===== src/rtl/ahb_bram_arbiter_2to1_pkg.sv =====
// Shared encodings for the 2:1 AHB-Lite block RAM arbiter.
package ahb_bram_arbiter_2to1_pkg;

   localparam logic [1:0] TRN_IDLE   = 2'b00;
   localparam logic [1:0] TRN_BUSY   = 2'b01;
   localparam logic [1:0] TRN_NONSEQ = 2'b10;
   localparam logic [1:0] TRN_SEQ    = 2'b11;

   localparam logic RSP_OKAY  = 1'b0;
   localparam logic RSP_ERROR = 1'b1;

   typedef enum logic [1:0] {
      OWN_NONE = 2'd0,
      OWN_S0   = 2'd1,
      OWN_S1   = 2'd2
   } owner_t;

   typedef enum logic [1:0] {
      ST_IDLE = 2'd0,
      ST_PEND = 2'd1,
      ST_DATA = 2'd2
   } port_state_t;

   // Address-phase control fields held for a pended request
   typedef struct packed {
      logic [1:0] trans;
      logic [1:0] size;
      logic       write;
   } ctrl_t;

endpackage


===== src/rtl/ahb_bram_arb_port.sv =====
// Per-port slave front end: tracks address/data phase, holds a losing
// address phase and presents either the live or the held request.
module ahb_bram_arb_port
   import ahb_bram_arbiter_2to1_pkg::*;
#(
   parameter int unsigned ADDRESSWIDTH = 12
) (
   input  logic                    clk,
   input  logic                    rst_n,
   input  logic                    sel,
   input  logic                    ready,
   input  logic [1:0]              trans,
   input  logic [1:0]              size,
   input  logic                    write,
   input  logic [ADDRESSWIDTH-1:0] addr,
   input  logic                    slot_free,
   input  logic                    grant,
   input  logic                    owned,
   output logic                    req_c,
   output logic                    pend_c,
   output ctrl_t                   req_ctrl_c,
   output logic [ADDRESSWIDTH-1:0] req_addr_c,
   output logic                    ready_out_c
);

   port_state_t             state;
   port_state_t             state_nxt;
   logic                    capture;
   logic                    valid;
   ctrl_t                   live_ctrl;
   ctrl_t                   hold_ctrl;
   logic [ADDRESSWIDTH-1:0] hold_addr;

   assign valid      = sel & ready & trans[1];
   assign live_ctrl  = '{trans: trans, size: size, write: write};
   assign pend_c     = (state == ST_PEND);
   assign req_c      = pend_c | valid;
   assign req_ctrl_c = pend_c ? hold_ctrl : live_ctrl;
   assign req_addr_c = pend_c ? hold_addr : addr;

   // A pended port stalls its bus; the owner follows the RAM's ready
   assign ready_out_c = pend_c ? 1'b0 :
                        ((state == ST_DATA) && owned) ? slot_free : 1'b1;

   always_ff @(posedge clk or negedge rst_n) begin
      if (!rst_n) state <= ST_IDLE;
      else        state <= state_nxt;
   end

   always_comb begin
      state_nxt = state;
      capture   = 1'b0;
      unique case (state)
         ST_IDLE: begin
            if (valid) begin
               if (grant) begin
                  state_nxt = ST_DATA;
               end else begin
                  state_nxt = ST_PEND;
                  capture   = 1'b1;
               end
            end
         end
         ST_PEND: begin
            if (grant) state_nxt = ST_DATA;
         end
         ST_DATA: begin
            if (slot_free) begin
               if (!valid) begin
                  state_nxt = ST_IDLE;
               end else if (grant) begin
                  state_nxt = ST_DATA;
               end else begin
                  state_nxt = ST_PEND;
                  capture   = 1'b1;
               end
            end
         end
         default: state_nxt = ST_IDLE;
      endcase
   end

   always_ff @(posedge clk or negedge rst_n) begin
      if (!rst_n) begin
         hold_ctrl <= '0;
         hold_addr <= '0;
      end else if (capture) begin
         hold_ctrl <= live_ctrl;
         hold_addr <= addr;
      end
   end

endmodule


===== src/rtl/ahb_bram_arbiter_2to1.sv =====
// Two AHB-Lite masters sharing one single-port block RAM slave; zero-latency
// forwarding when uncontested, one wait state for the loser of a conflict.
module ahb_bram_arbiter_2to1
   import ahb_bram_arbiter_2to1_pkg::*;
#(
   parameter int unsigned ADDRESSWIDTH = 12
) (
   input  logic                    HCLK,
   input  logic                    HRESETn,
   input  logic                    HSELS0,
   input  logic                    HREADYS0,
   input  logic [1:0]              HTRANSS0,
   input  logic [1:0]              HSIZES0,
   input  logic                    HWRITES0,
   input  logic [ADDRESSWIDTH-1:0] HADDRS0,
   input  logic [31:0]             HWDATAS0,
   output logic                    HREADYOUTS0,
   output logic                    HRESPS0,
   output logic [31:0]             HRDATAS0,
   input  logic                    HSELS1,
   input  logic                    HREADYS1,
   input  logic [1:0]              HTRANSS1,
   input  logic [1:0]              HSIZES1,
   input  logic                    HWRITES1,
   input  logic [ADDRESSWIDTH-1:0] HADDRS1,
   input  logic [31:0]             HWDATAS1,
   output logic                    HREADYOUTS1,
   output logic                    HRESPS1,
   output logic [31:0]             HRDATAS1,
   output logic                    HSELM,
   output logic [1:0]              HTRANSM,
   output logic [1:0]              HSIZEM,
   output logic                    HWRITEM,
   output logic [ADDRESSWIDTH-1:0] HADDRM,
   output logic [31:0]             HWDATAM,
   output logic                    HREADYM,
   input  logic                    HREADYOUTM,
   input  logic                    HRESPM,
   input  logic [31:0]             HRDATAM
);

   logic                    req0, req1;
   logic                    pend0, pend1;
   ctrl_t                   ctrl0, ctrl1;
   logic [ADDRESSWIDTH-1:0] addr0, addr1;
   logic                    grant0_c, grant1_c;
   owner_t                  owner;
   owner_t                  last_grant;

   ahb_bram_arb_port #(.ADDRESSWIDTH(ADDRESSWIDTH)) u_port0 (
      .clk         (HCLK),
      .rst_n       (HRESETn),
      .sel         (HSELS0),
      .ready       (HREADYS0),
      .trans       (HTRANSS0),
      .size        (HSIZES0),
      .write       (HWRITES0),
      .addr        (HADDRS0),
      .slot_free   (HREADYOUTM),
      .grant       (grant0_c),
      .owned       (owner == OWN_S0),
      .req_c       (req0),
      .pend_c      (pend0),
      .req_ctrl_c  (ctrl0),
      .req_addr_c  (addr0),
      .ready_out_c (HREADYOUTS0)
   );

   ahb_bram_arb_port #(.ADDRESSWIDTH(ADDRESSWIDTH)) u_port1 (
      .clk         (HCLK),
      .rst_n       (HRESETn),
      .sel         (HSELS1),
      .ready       (HREADYS1),
      .trans       (HTRANSS1),
      .size        (HSIZES1),
      .write       (HWRITES1),
      .addr        (HADDRS1),
      .slot_free   (HREADYOUTM),
      .grant       (grant1_c),
      .owned       (owner == OWN_S1),
      .req_c       (req1),
      .pend_c      (pend1),
      .req_ctrl_c  (ctrl1),
      .req_addr_c  (addr1),
      .ready_out_c (HREADYOUTS1)
   );

   // Pended request first, then round-robin between two live requests
   always_comb begin
      grant0_c = 1'b0;
      grant1_c = 1'b0;
      if (HREADYOUTM) begin
         if (pend0)              grant0_c = 1'b1;
         else if (pend1)         grant1_c = 1'b1;
         else if (req0 && req1) begin
            if (last_grant == OWN_S1) grant0_c = 1'b1;
            else                      grant1_c = 1'b1;
         end
         else if (req0)          grant0_c = 1'b1;
         else if (req1)          grant1_c = 1'b1;
      end
   end

   always_ff @(posedge HCLK or negedge HRESETn) begin
      if (!HRESETn) begin
         owner      <= OWN_NONE;
         last_grant <= OWN_S1;
      end else if (HREADYOUTM) begin
         owner <= grant0_c ? OWN_S0 : (grant1_c ? OWN_S1 : OWN_NONE);
         if (grant0_c)      last_grant <= OWN_S0;
         else if (grant1_c) last_grant <= OWN_S1;
      end
   end

   always_comb begin
      HSELM   = grant0_c | grant1_c;
      HTRANSM = TRN_IDLE;
      HSIZEM  = HSIZES0;
      HWRITEM = HWRITES0;
      HADDRM  = HADDRS0;
      if (grant1_c) begin
         HTRANSM = ctrl1.trans;
         HSIZEM  = ctrl1.size;
         HWRITEM = ctrl1.write;
         HADDRM  = addr1;
      end else if (grant0_c) begin
         HTRANSM = ctrl0.trans;
         HSIZEM  = ctrl0.size;
         HWRITEM = ctrl0.write;
         HADDRM  = addr0;
      end
   end

   // The losing master's data phase is stretched, so its HWDATA is still valid
   assign HWDATAM  = (owner == OWN_S1) ? HWDATAS1 : HWDATAS0;
   assign HREADYM  = HREADYOUTM;
   assign HRDATAS0 = HRDATAM;
   assign HRDATAS1 = HRDATAM;
   assign HRESPS0  = (owner == OWN_S0) ? HRESPM : RSP_OKAY;
   assign HRESPS1  = (owner == OWN_S1) ? HRESPM : RSP_OKAY;

endmodule


===== config.mk =====
export PLATFORM = sky130hd
export DESIGN_NAME = ahb_bram_arbiter_2to1
export DESIGN_NICKNAME = d
export VERILOG_FILES = /design/src/rtl/ahb_bram_arbiter_2to1_pkg.sv /design/src/rtl/ahb_bram_arb_port.sv /design/src/rtl/ahb_bram_arbiter_2to1.sv
export SDC_FILE = /design/constraint.sdc
export NUM_CORES = 1
export LEC_CHECK = 0
export CORE_MARGIN = 5
export CORE_UTILIZATION = 31
export DETAILED_ROUTE_END_ITERATION = 8
export PLACE_DENSITY = 0.78
export SETUP_SLACK_MARGIN = 0.05
export SLEW_MARGIN = 5
export SYNTH_ARGS = -nofsm -noshare
export SYNTH_HDL_FRONTEND = slang
export SYNTH_HIERARCHICAL = 1
export SYNTH_SLANG_ARGS = --single-unit

===== constraint.sdc =====
create_clock -name HCLK -period 2.9 [get_ports HCLK]
set_input_delay 0.29 -clock HCLK [delete_from_list [all_inputs] [get_ports HCLK]]
set_output_delay 0.29 -clock HCLK [all_outputs]
set_load 0.01 [all_outputs]

# ---- Word level (Yosys, flattened, before mapping)
# Index checks and enable logic that the tools add are counted.
dict set report word_totals {
  wordCells 96
  in_bits 138
  reg_bits 42
}
dict set report classes {
  n_reduce_logical 9
  mux 55
  n_eq_ne 13
  bitwise_logic 7
}
# operator n
set op_table {}
lappend op_table {{12-bit two-way mux} 4}
lappend op_table {{2-bit two-way mux} 17}
lappend op_table {{32-bit two-way mux} 1}
lappend op_table {{1-bit two-way mux} 27}
lappend op_table {{2-bit case mux with 3 select lines} 2}
lappend op_table {{5-bit two-way mux} 2}
lappend op_table {{2-bit == test, second input constant} 4}
lappend op_table {{2-bit inequality test, second input constant} 4}
lappend op_table {{2-bit by 1-bit == test with 1-bit output, second input constant} 3}
lappend op_table {{3-bit AND reduction} 2}
lappend op_table {{1-bit AND} 4}
lappend op_table {{2-bit zero test} 2}
lappend op_table {{2-bit by 1-bit inequality test with 1-bit output, second input constant} 2}
lappend op_table {{1-bit case mux with 2 select lines} 2}
lappend op_table {{1-bit logical AND} 3}
lappend op_table {{1-bit bitwise OR} 3}
lappend op_table {{2-bit AND reduction} 1}
lappend op_table {{2-bit nonzero test} 1}

# ---- Logic depth before layout (Yosys ltp)
# Gate-level depths: netlist of run 1.
dict set report depth {
  word_depth 13
  ltp_mapped 10
}

# ---- Hierarchy
# The synthesis of run 1 kept the hierarchy.
# mod instances seq_area_each_um2 area_per_inst_um2 cells_each
set by_module_without_submodules {}
lappend by_module_without_submodules {ahb_bram_arb_port 2 475.5 963.4 102}
lappend by_module_without_submodules {ahb_bram_arbiter_2to1 1 101.3 1401.3 161}

# ---- Least setup slack after synthesis of run 1
# Ideal clock, no wire load.
dict set report synth_timing {
  path_kind {register -> register}
  start {register u_port1.state[0]}
  end {register u_port1.hold_addr[11]}
  stages_incl_launch_ff 11
  path_buffers 3
  setup_time_ns 0.125
  slack_ns 0.170
  synth_period_minus_slack_ns 2.730
  arrival_ns 2.605
  path_cell_list {dfrtp_1 nand2b_1 clkinv_1 clkbuf_1 nor4bb_1 or3_1 buf_2 inv_1 a2111oi_4 buf_6 mux2_2}
}
dict set report synth_between {
  elab_chain_cells 12
  word_cells_on_any_way 15
}
# item line
set synth_rtl {}
lappend synth_rtl {{start, declared} ahb_bram_arb_port.sv:26} ;# port_state_t state;
lappend synth_rtl {{start signal, assigned} ahb_bram_arb_port.sv:47} ;# else state <= state_nxt;
lappend synth_rtl {{2-bit by 1-bit == test with 1-bit output *} ahb_bram_arb_port.sv:36} ;# assign pend_c = (state == ST_PEND);
lappend synth_rtl {{net pend1} ahb_bram_arbiter_2to1.sv:43} ;# logic pend0, pend1;
lappend synth_rtl {{1-bit bitwise OR} ahb_bram_arb_port.sv:37} ;# assign req_c = pend_c | valid;
lappend synth_rtl {{1-bit two-way mux} ahb_bram_arbiter_2to1.sv:100} ;# else if (req1) grant1_c = 1'b1;
lappend synth_rtl {{1-bit two-way mux} ahb_bram_arbiter_2to1.sv:99} ;# else if (req0) grant0_c = 1'b1;
lappend synth_rtl {{1-bit two-way mux} ahb_bram_arbiter_2to1.sv:95} ;# else if (req0 && req1) begin
lappend synth_rtl {{1-bit two-way mux *} ahb_bram_arbiter_2to1.sv:94} ;# else if (pend1) grant1_c = 1'b1;
lappend synth_rtl {{1-bit two-way mux *} ahb_bram_arbiter_2to1.sv:93} ;# if (pend0) grant0_c = 1'b1;
lappend synth_rtl {{1-bit two-way mux *} ahb_bram_arbiter_2to1.sv:92} ;# if (HREADYOUTM) begin
lappend synth_rtl {{net grant1_c} ahb_bram_arbiter_2to1.sv:46} ;# logic grant0_c, grant1_c;
lappend synth_rtl {{1-bit two-way mux *} {ahb_bram_arb_port.sv:56, ahb_bram_arb_port.sv:71}}
lappend synth_rtl {{1-bit two-way mux *} ahb_bram_arb_port.sv:55} ;# if (valid) begin
lappend synth_rtl {{1-bit two-way mux} ahb_bram_arb_port.sv:68} ;# if (slot_free) begin
lappend synth_rtl {{1-bit case mux with 2 select lines *} ahb_bram_arb_port.sv:53} ;# unique case (state)
lappend synth_rtl {{end signal, assigned} ahb_bram_arb_port.sv:89} ;# hold_addr <= addr;
lappend synth_rtl {{end, declared} ahb_bram_arb_port.sv:32} ;# logic [ADDRESSWIDTH-1:0] hold_addr;
# Mark *: on every way through the listed nets, which the timed path passes. The rest lies on a longest branch.
# A chain may end at the register's enable or synchronous reset.

# ---- Worst setup path after layout of run 1
dict set report layout_timing {
  start {register u_port1.state[1]}
  end {output port HADDRM[7]}
}
dict set report layout_between {
  elab_chain_cells 9
  word_cells_on_any_way 16
}
# item line
set layout_rtl {}
lappend layout_rtl {{2-bit by 1-bit == test with 1-bit output} ahb_bram_arb_port.sv:36}
lappend layout_rtl {{1-bit bitwise OR} ahb_bram_arb_port.sv:37}
lappend layout_rtl {{net req1} ahb_bram_arbiter_2to1.sv:42} ;# logic req0, req1;
lappend layout_rtl {{1-bit logical AND} ahb_bram_arbiter_2to1.sv:95}
lappend layout_rtl {{1-bit two-way mux} ahb_bram_arbiter_2to1.sv:95}
lappend layout_rtl {{1-bit two-way mux} ahb_bram_arbiter_2to1.sv:94}
lappend layout_rtl {{1-bit two-way mux} ahb_bram_arbiter_2to1.sv:93}
lappend layout_rtl {{1-bit two-way mux} ahb_bram_arbiter_2to1.sv:92}
lappend layout_rtl {{net grant0_c} ahb_bram_arbiter_2to1.sv:46}
lappend layout_rtl {{12-bit two-way mux} ahb_bram_arbiter_2to1.sv:126} ;# end else if (grant0_c) begin
lappend layout_rtl {{12-bit two-way mux} ahb_bram_arbiter_2to1.sv:121} ;# if (grant1_c) begin
lappend layout_rtl {{end, declared} ahb_bram_arbiter_2to1.sv:34} ;# output logic [ADDRESSWIDTH-1:0] HADDRM,
# The timed path passes the listed nets, and every way through them passes these cells.

==> flow_metrics.tcl, run 1 <==
set metrics [dict create \
    status "completed" \
    max_freq_mhz 360.8 \
    clock_sinks 42 \
    path_class "register to output pin" \
    ys_seq_area_frac 0.3162 \
    setup_tns_ps 0 \
    grt_usage 0.1573 \
    leakage_nw 2.075 \
    drc 0 \
    start_util 0.3195 \
    arrival_ps 2480 \
    clockRootBuffer "clkbuf_8" \
    firstDrtPassIters 4 \
    grt_use_met2 0.2968 \
    synth.cell_area_sq_mm 0.003328 \
    path_clk_slew_ps 80 \
    synth_area_per_cell_sq_um 9.118 \
    port_buffers 160 \
    synthCells 365 \
    clkLatencyLatePin_ps 290 \
    grt_max_degree 43 \
    cpPeakStageDelay_ps 490 \
    ys_seq_elements 42 \
    multi_input_area_sq_mm 0.001700 \
    viasPerCell 4.720 \
    first_iter_violations 117 \
    cp-start-kind "register" \
    ff_latch_area_sq_mm 0.001052 \
    grt_util_met1 0.1745 \
    rsz0062_at_grt "yes" \
    grt_pass1_vias 3183 \
    antenna_found_initial 0 \
    fin_skew_ps 5.894 \
    hold_class "primary input to asynchronous set/reset pin" \
    maxCapViolations 0 \
    num-nets-final 605 \
    met3_usage 0.03183 \
    critPathRequiredTime_ps 2610 \
    layout-drive-gt1-share 0.2479 \
    tightest_slew_ps 933.2 \
    numCtsBuffers 5 \
    timing.final.crit_period_ps 2772 \
    gp_congestion 0.8102 \
    synth_cell_types 34 \
    design.core.area_sq_mm 0.01042 \
    yosys_warnings 6 \
    vias 2851 \
    design_area_sq_mm 0.004761 \
    grt_most_used_layer "met2" \
    setup_viol 0 \
    hold_violations 0 \
    yosysTopAreaCell "dfrtp_1" \
    place_area_sq_mm 0.004636 \
    die_w_microns 113.6 \
    synth.area.top_cells "dfrtp_1 (31%), mux2_2 (22%), buf_4 (15%)" \
    finalMaxSlewViolations 0 \
    place_hpwl_mm 8.635 \
    syn-num-nets 503 \
    max_slew_margin 0.3779 \
    rows 37 \
    ant_nets 0 \
    routed_wl_mm 10.58 \
    path_cells "nand2b_2 -> buf_4 -> nand2_2 -> nand2b_1 -> o221ai_4 -> inv_2 -> a221o_1 -> clkdlybuf4s50_1" \
    rr_worst_depth 9 \
    cts_buffer_depth 2 \
    io_pins 257 \
    pwr_density_cell_mw_per_mm2 847.3 \
    area_growth_pct 43.05 \
    grt.overflow.total 0 \
    cp-end-kind "output pin" \
    fp.dieH_microns 113.6 \
    cp_max_fo 12 \
    diodes 0 \
    wl_per_cell_microns 17.52 \
    post-cts-setup-buffer-count 0 \
    dieArea_sq_mm 0.01291 \
    n_fill_cell 977 \
    slowest_stage "clkdlybuf4s50_1" \
    ctsHtreeMaxLevel 2 \
    grt_pass1_wl_mm 16.48 \
    synthDominantCellAreaShare 0.3083 \
    ir_worst_vdd_mv 0.4205 \
    cts_tree "built" \
    period_share 0.9557 \
]
==> final cells by class <==
cell class,instances,area share
inverter,8,0.006833
clock inverter,1,0.001051
multi-input combinational,235,0.3572
timing repair buffer,175,0.3601
sequential,42,0.2210
tap,136,0.03574
clock buffer,7,0.01813
==> cells by family after synthesis <==
logic type / share of synthesized area
compound gates: 0.1026
buf+inv: 0.1816
flops: 0.3162
mux: 0.2165
simple gates: 0.1831
==> final timing paths <==
| kind | start | to | slack [ps] |
|---|---|---|---|
| setup reg to reg | u_port0/state[1]$_DFFE_PN0P_ | u_port1/hold_addr[5]$_DFFE_PN0P_ | 490 |
| min in group HCLK | u_port0/hold_ctrl[4]$_DFFE_PN0P_ | u_port0/hold_ctrl[4]$_DFFE_PN0P_ | 470 |
| hold reg to reg | u_port0/hold_ctrl[4]$_DFFE_PN0P_ | u_port0/hold_ctrl[4]$_DFFE_PN0P_ | 470 |
| hold / removal | HRESETn | u_port1/hold_ctrl[1]$_DFFE_PN0P_ | 140 |
| setup / recovery | u_port1/state[1]$_DFFE_PN0P_ | HADDRM[7] | 130 |
| max in group asynchronous | HRESETn | u_port1/hold_addr[8]$_DFFE_PN0P_ | 2180 |
==> synth_stat cells <==
| cell | instances |
|---|---|
| dfrtp_1 | 41 |
| or2_0 | 1 |
| clkinv_1 | 2 |
| a21o_1 | 3 |
| or3_1 | 1 |
| o21a_1 | 1 |
| nor4bb_1 | 1 |
| o221a_2 | 6 |
| o21ai_0 | 4 |
| o21bai_1 | 2 |
| inv_1 | 5 |
| inv_2 | 1 |
| buf_2 | 6 |
| a2111oi_4 | 2 |
| or2_2 | 9 |
| nor2b_1 | 3 |
| a221o_1 | 1 |
| a22o_1 | 2 |
| nand2b_1 | 4 |
| clkbuf_1 | 6 |
| buf_6 | 3 |
| or2_1 | 6 |
| mux2_2 | 64 |
| o221a_1 | 8 |
| dfstp_2 | 1 |
| nand3_2 | 2 |
| o41a_1 | 1 |
| nand2_1 | 104 |
| nor2_1 | 3 |
| o221ai_2 | 1 |
| nor3b_1 | 2 |
| buf_4 | 65 |
| and3_1 | 2 |
| a21oi_1 | 2 |
==> flip-flops by register name (all words and copies together) (netlist names) <==
name and cells:
u_port0/hold_ctrl 5, u_port0/state 2, u_port1/hold_ctrl 5, u_port1/state 2, u_port0/hold_addr 12, u_port1/hold_addr 12
last_grant 2, owner 2
==> placed cells by master, fill, tap and decap left out, types with 4 or more instances in the layout <==
| master | synthesis | routed |
|---|---|---|
| dlymetal6s2s_1 | 0 | 6 |
| o221a_1 | 8 | 8 |
| buf_4 | 65 | 15 |
| o21ai_0 | 4 | 4 |
| dlygate4sd2_1 | 0 | 8 |
| or2_1 | 6 | 6 |
| mux2_2 | 64 | 64 |
| inv_1 | 5 | 4 |
| clkdlybuf4s50_1 | 0 | 145 |
| clkbuf_8 | 0 | 6 |
| or2_2 | 9 | 9 |
| dfrtp_1 | 41 | 41 |
| o221a_2 | 6 | 6 |
| nand2_1 | 104 | 103 |
==> critical path: cells and delay by family (launching register included) <==
family          cells  cell delay (ps)
compound gates      2              550
buf+inv             3              800
flops               1              410
simple gates        3              420
==> what timing repair did <==
action,4_1_cts,5_1_grt
hold buffers,0,0
gates resized for setup,11,12
endpoints found under the setup margin,17,9
pin swaps,1,0
==> power breakdown <==
part	internal, W	switching (W)
combinational	0.00138	0.00122
sequential	0.000873	0.000173
clock	0.000192	0.000191
total	0.00245	0.00159
==> through the flow <==
stage	instances	util	worst slack, ps	hold slack (ps)	power, W
2_1_floorplan	365	-	170.1	-5.591	0.002589
3_3_place_gp	596	0.4450	-14.88	452.3	0.003605
3_5_place_dp	596	0.4450	-55.68	455.9	0.003694
4_1_cts	604	0.4539	9.085	165.0	0.004050
5_1_grt	604	0.4571	-7.331	200.1	0.004332
6_report	604	0.4571	128.4	139.6	0.004034
==> routing by layer <==
metal	share of wire	vias up
met2	0.56	71
met3	0.049	35
li1	-	1365
met1	0.37	1380
met5	0	-
met4	0.024	0
No activity file was read; power rests on OpenSTA's default activity.
==> inputs of run 2 (changes only) <==
SKIP_CTS_REPAIR_TIMING = 1   (was default)
==> run 2 against run 1 <==
Net effect: core utilization increased by 0.60 points; total power increased by 1.7%; count of clock-buffer cells in the layout did not move.
==> flow_metrics.tcl, run 2 (synthesis gave the netlist of run 1 again) <==
set metrics [dict create \
    path_class "register to output pin" \
    n_fill_cell 970 \
    start_util 0.3195 \
    cp_max_fo 12 \
    p_switching_w 0.001601 \
    rows 37 \
    path_clk_slew_ps 80 \
    gp_congestion 0.8102 \
    final_common_cell "clkdlybuf4s50_1" \
    setup_tns_ps 0 \
    pwr_density_cell_mw_per_mm2 850.7 \
    design.core.area_sq_mm 0.01042 \
    grt.overflow.total 0 \
    vias 2872 \
    cp-start-kind "register" \
    status "completed" \
    rr_worst_depth 9 \
    port_buffers 160 \
    crit_family "buffers and inverters" \
    drc 0 \
    clockRootBuffer "clkbuf_8" \
    slowest_stage "clkdlybuf4s50_1" \
    fp.dieH_microns 113.6 \
    numCtsBuffers 5 \
    die_w_microns 113.6 \
    routed_wl_mm 10.69 \
    max_freq_mhz 365.0 \
    grt_max_degree 43 \
    hold_class "primary input to asynchronous set/reset pin" \
    rsz0062_at_grt "no" \
    clkPwrFrac 0.093 \
    period_share 0.9447 \
    max_slew_margin 0.3769 \
    diodes 0 \
    arrival_ps 2450 \
    fin_skew_ps 6.296 \
    critPathRequiredTime_ps 2610 \
    r2r-end "u_port1/hold_addr[5]$_DFFE_PN0P_" \
    hold_violations 0 \
    grt_usage 0.1572 \
    ir_worst_vdd_mv 0.4176 \
    power.internal_w 0.002503 \
    grt_pass1_wl_mm 16.47 \
    top_regs "u_port0/hold_addr: 12 flops, u_port1/hold_addr: 12 flops" \
    first_iter_violations 129 \
    tightest_slew_ps 934.6 \
    grt_pass1_vias 3180 \
    place_hpwl_mm 8.635 \
    ant_nets 0 \
    setup_viol 0 \
    timing.final.crit_period_ps 2740 \
    layout-drive-gt1-share 0.2527 \
    cts_tree "built" \
    path_cells "nand2b_2 -> buf_4 -> nand2_2 -> nor2_1 -> or3_1 -> inv_2 -> a22o_1 -> clkdlybuf4s50_1" \
    regToRegSetupSlack_ps 430 \
    ff_latch_area_sq_mm 0.001052 \
    area_growth_pct 44.92 \
    ctsHtreeMaxLevel 2 \
    leakage_nw 2.168 \
    p_comb_frac 0.651 \
    dieArea_sq_mm 0.01291 \
    cpPeakStageDelay_ps 540 \
    maxCapViolations 0 \
    p_seq_frac 0.256 \
    antenna_found_initial 0 \
    cp_num_buf_inv 3 \
    wl_per_cell_microns 17.61 \
    num-nets-final 608 \
    multi_input_area_sq_mm 0.001700 \
    layout_common_cells "clkdlybuf4s50_1 (143), nand2_1 (103), mux2_2 (64)" \
    finalMaxSlewViolations 0 \
    io_pins 257 \
    cts_buffer_depth 2 \
    r2r-start "u_port1/state[0]$_DFFE_PN0P_" \
    postLayoutCoreUtil 0.4631 \
    cp-end-kind "output pin" \
    p_sw_frac 0.3901 \
    clock_sinks 42 \
    viasPerCell 4.731 \
    clkLatencyLatePin_ps 290 \
    firstDrtPassIters 4 \
]
run 2: worst max-delay path by stage:
stage / from / to / slack, ps / cells after the start
2_1_floorplan: u_port1/state[0]$_DFFE_PN0P_ / u_port1/hold_addr[11]$_DFFE_PN0P_ / 170 / 10
3_3_place_gp: HTRANSS1[1] / HWRITEM / -10 / 7
3_5_place_dp: HTRANSS1[1] / HSIZEM[0] / -60 / 7
4_1_cts: u_port1/state[0]$_DFFE_PN0P_ / HSIZEM[0] / -240 / 6
5_1_grt: u_port1/state[1]$_DFFE_PN0P_ / HTRANSM[0] / 40 / 8
6_report: u_port1/state[1]$_DFFE_PN0P_ / HTRANSM[0] / 160 / 8
run 2: worst reg2reg max path, stage by stage (launching register included):
cell	delay, ps
dfrtp_1	440
nand2b_2	140
clkinvlp_4	150
nor4bb_1	320
or3_1	230
inv_2	80
buf_4	160
a2111oi_4	180
buf_4	300
mux2_2	370
run 2: layer usage:
layer	up-vias	GRT usage	routed length (microns)
met5	-	0	0
met4	0	0.05208	253
met3	35	0.03183	532
met2	82	0.2968	6011
met1	1385	0.1741	3894
li1	1370	-	-
run 2: through the flow:
| step | power (W) | std cells | area, sq um | setup WS [ps] | hold WS (ps) |
|---|---|---|---|---|---|
| final | 0.004103 | 607 | 4823 | 160.3 | 138.4 |
| after global placement | 0.003605 | 596 | 4636 | -14.88 | 452.3 |
| after CTS | 0.004089 | 604 | 4727 | -235.3 | 165.0 |
| after floorplan | 0.002589 | 365 | 3328 | 170.1 | -5.591 |
| after global routing | 0.004407 | 607 | 4823 | 43.33 | 200.1 |
| after detailed placement | 0.003694 | 596 | 4636 | -55.68 | 455.9 |
run 2: layout make-up:
cell class	instances	share of cell area
Clock inverter	1	0.001038
Inverter	8	0.007004
Multi-Input combinational cell	235	0.3525
Sequential cell	42	0.2182
Timing Repair Buffer	178	0.3681
Clock buffer	7	0.01790
Tap cell	136	0.03528
run 2: power groups by stage:
stage	combinational [W]	clock (W)	sequential, W
after floorplan	0.00159	0	0.00100
after global placement	0.00258	0	0.00103
after detailed placement	0.00264	0	0.00105
after CTS	0.00266	0.000389	0.00104
after global routing	0.00291	0.000415	0.00109
final	0.00267	0.000382	0.00105
==> inputs of run 3 (changes only) <==
ABC_CLOCK_PERIOD_IN_PS = 2900   (was default)
SKIP_CTS_REPAIR_TIMING = default   (was 1)
==> results of run 3 <==
No change in the layout: final DEF, timing and power equal those of run 1.
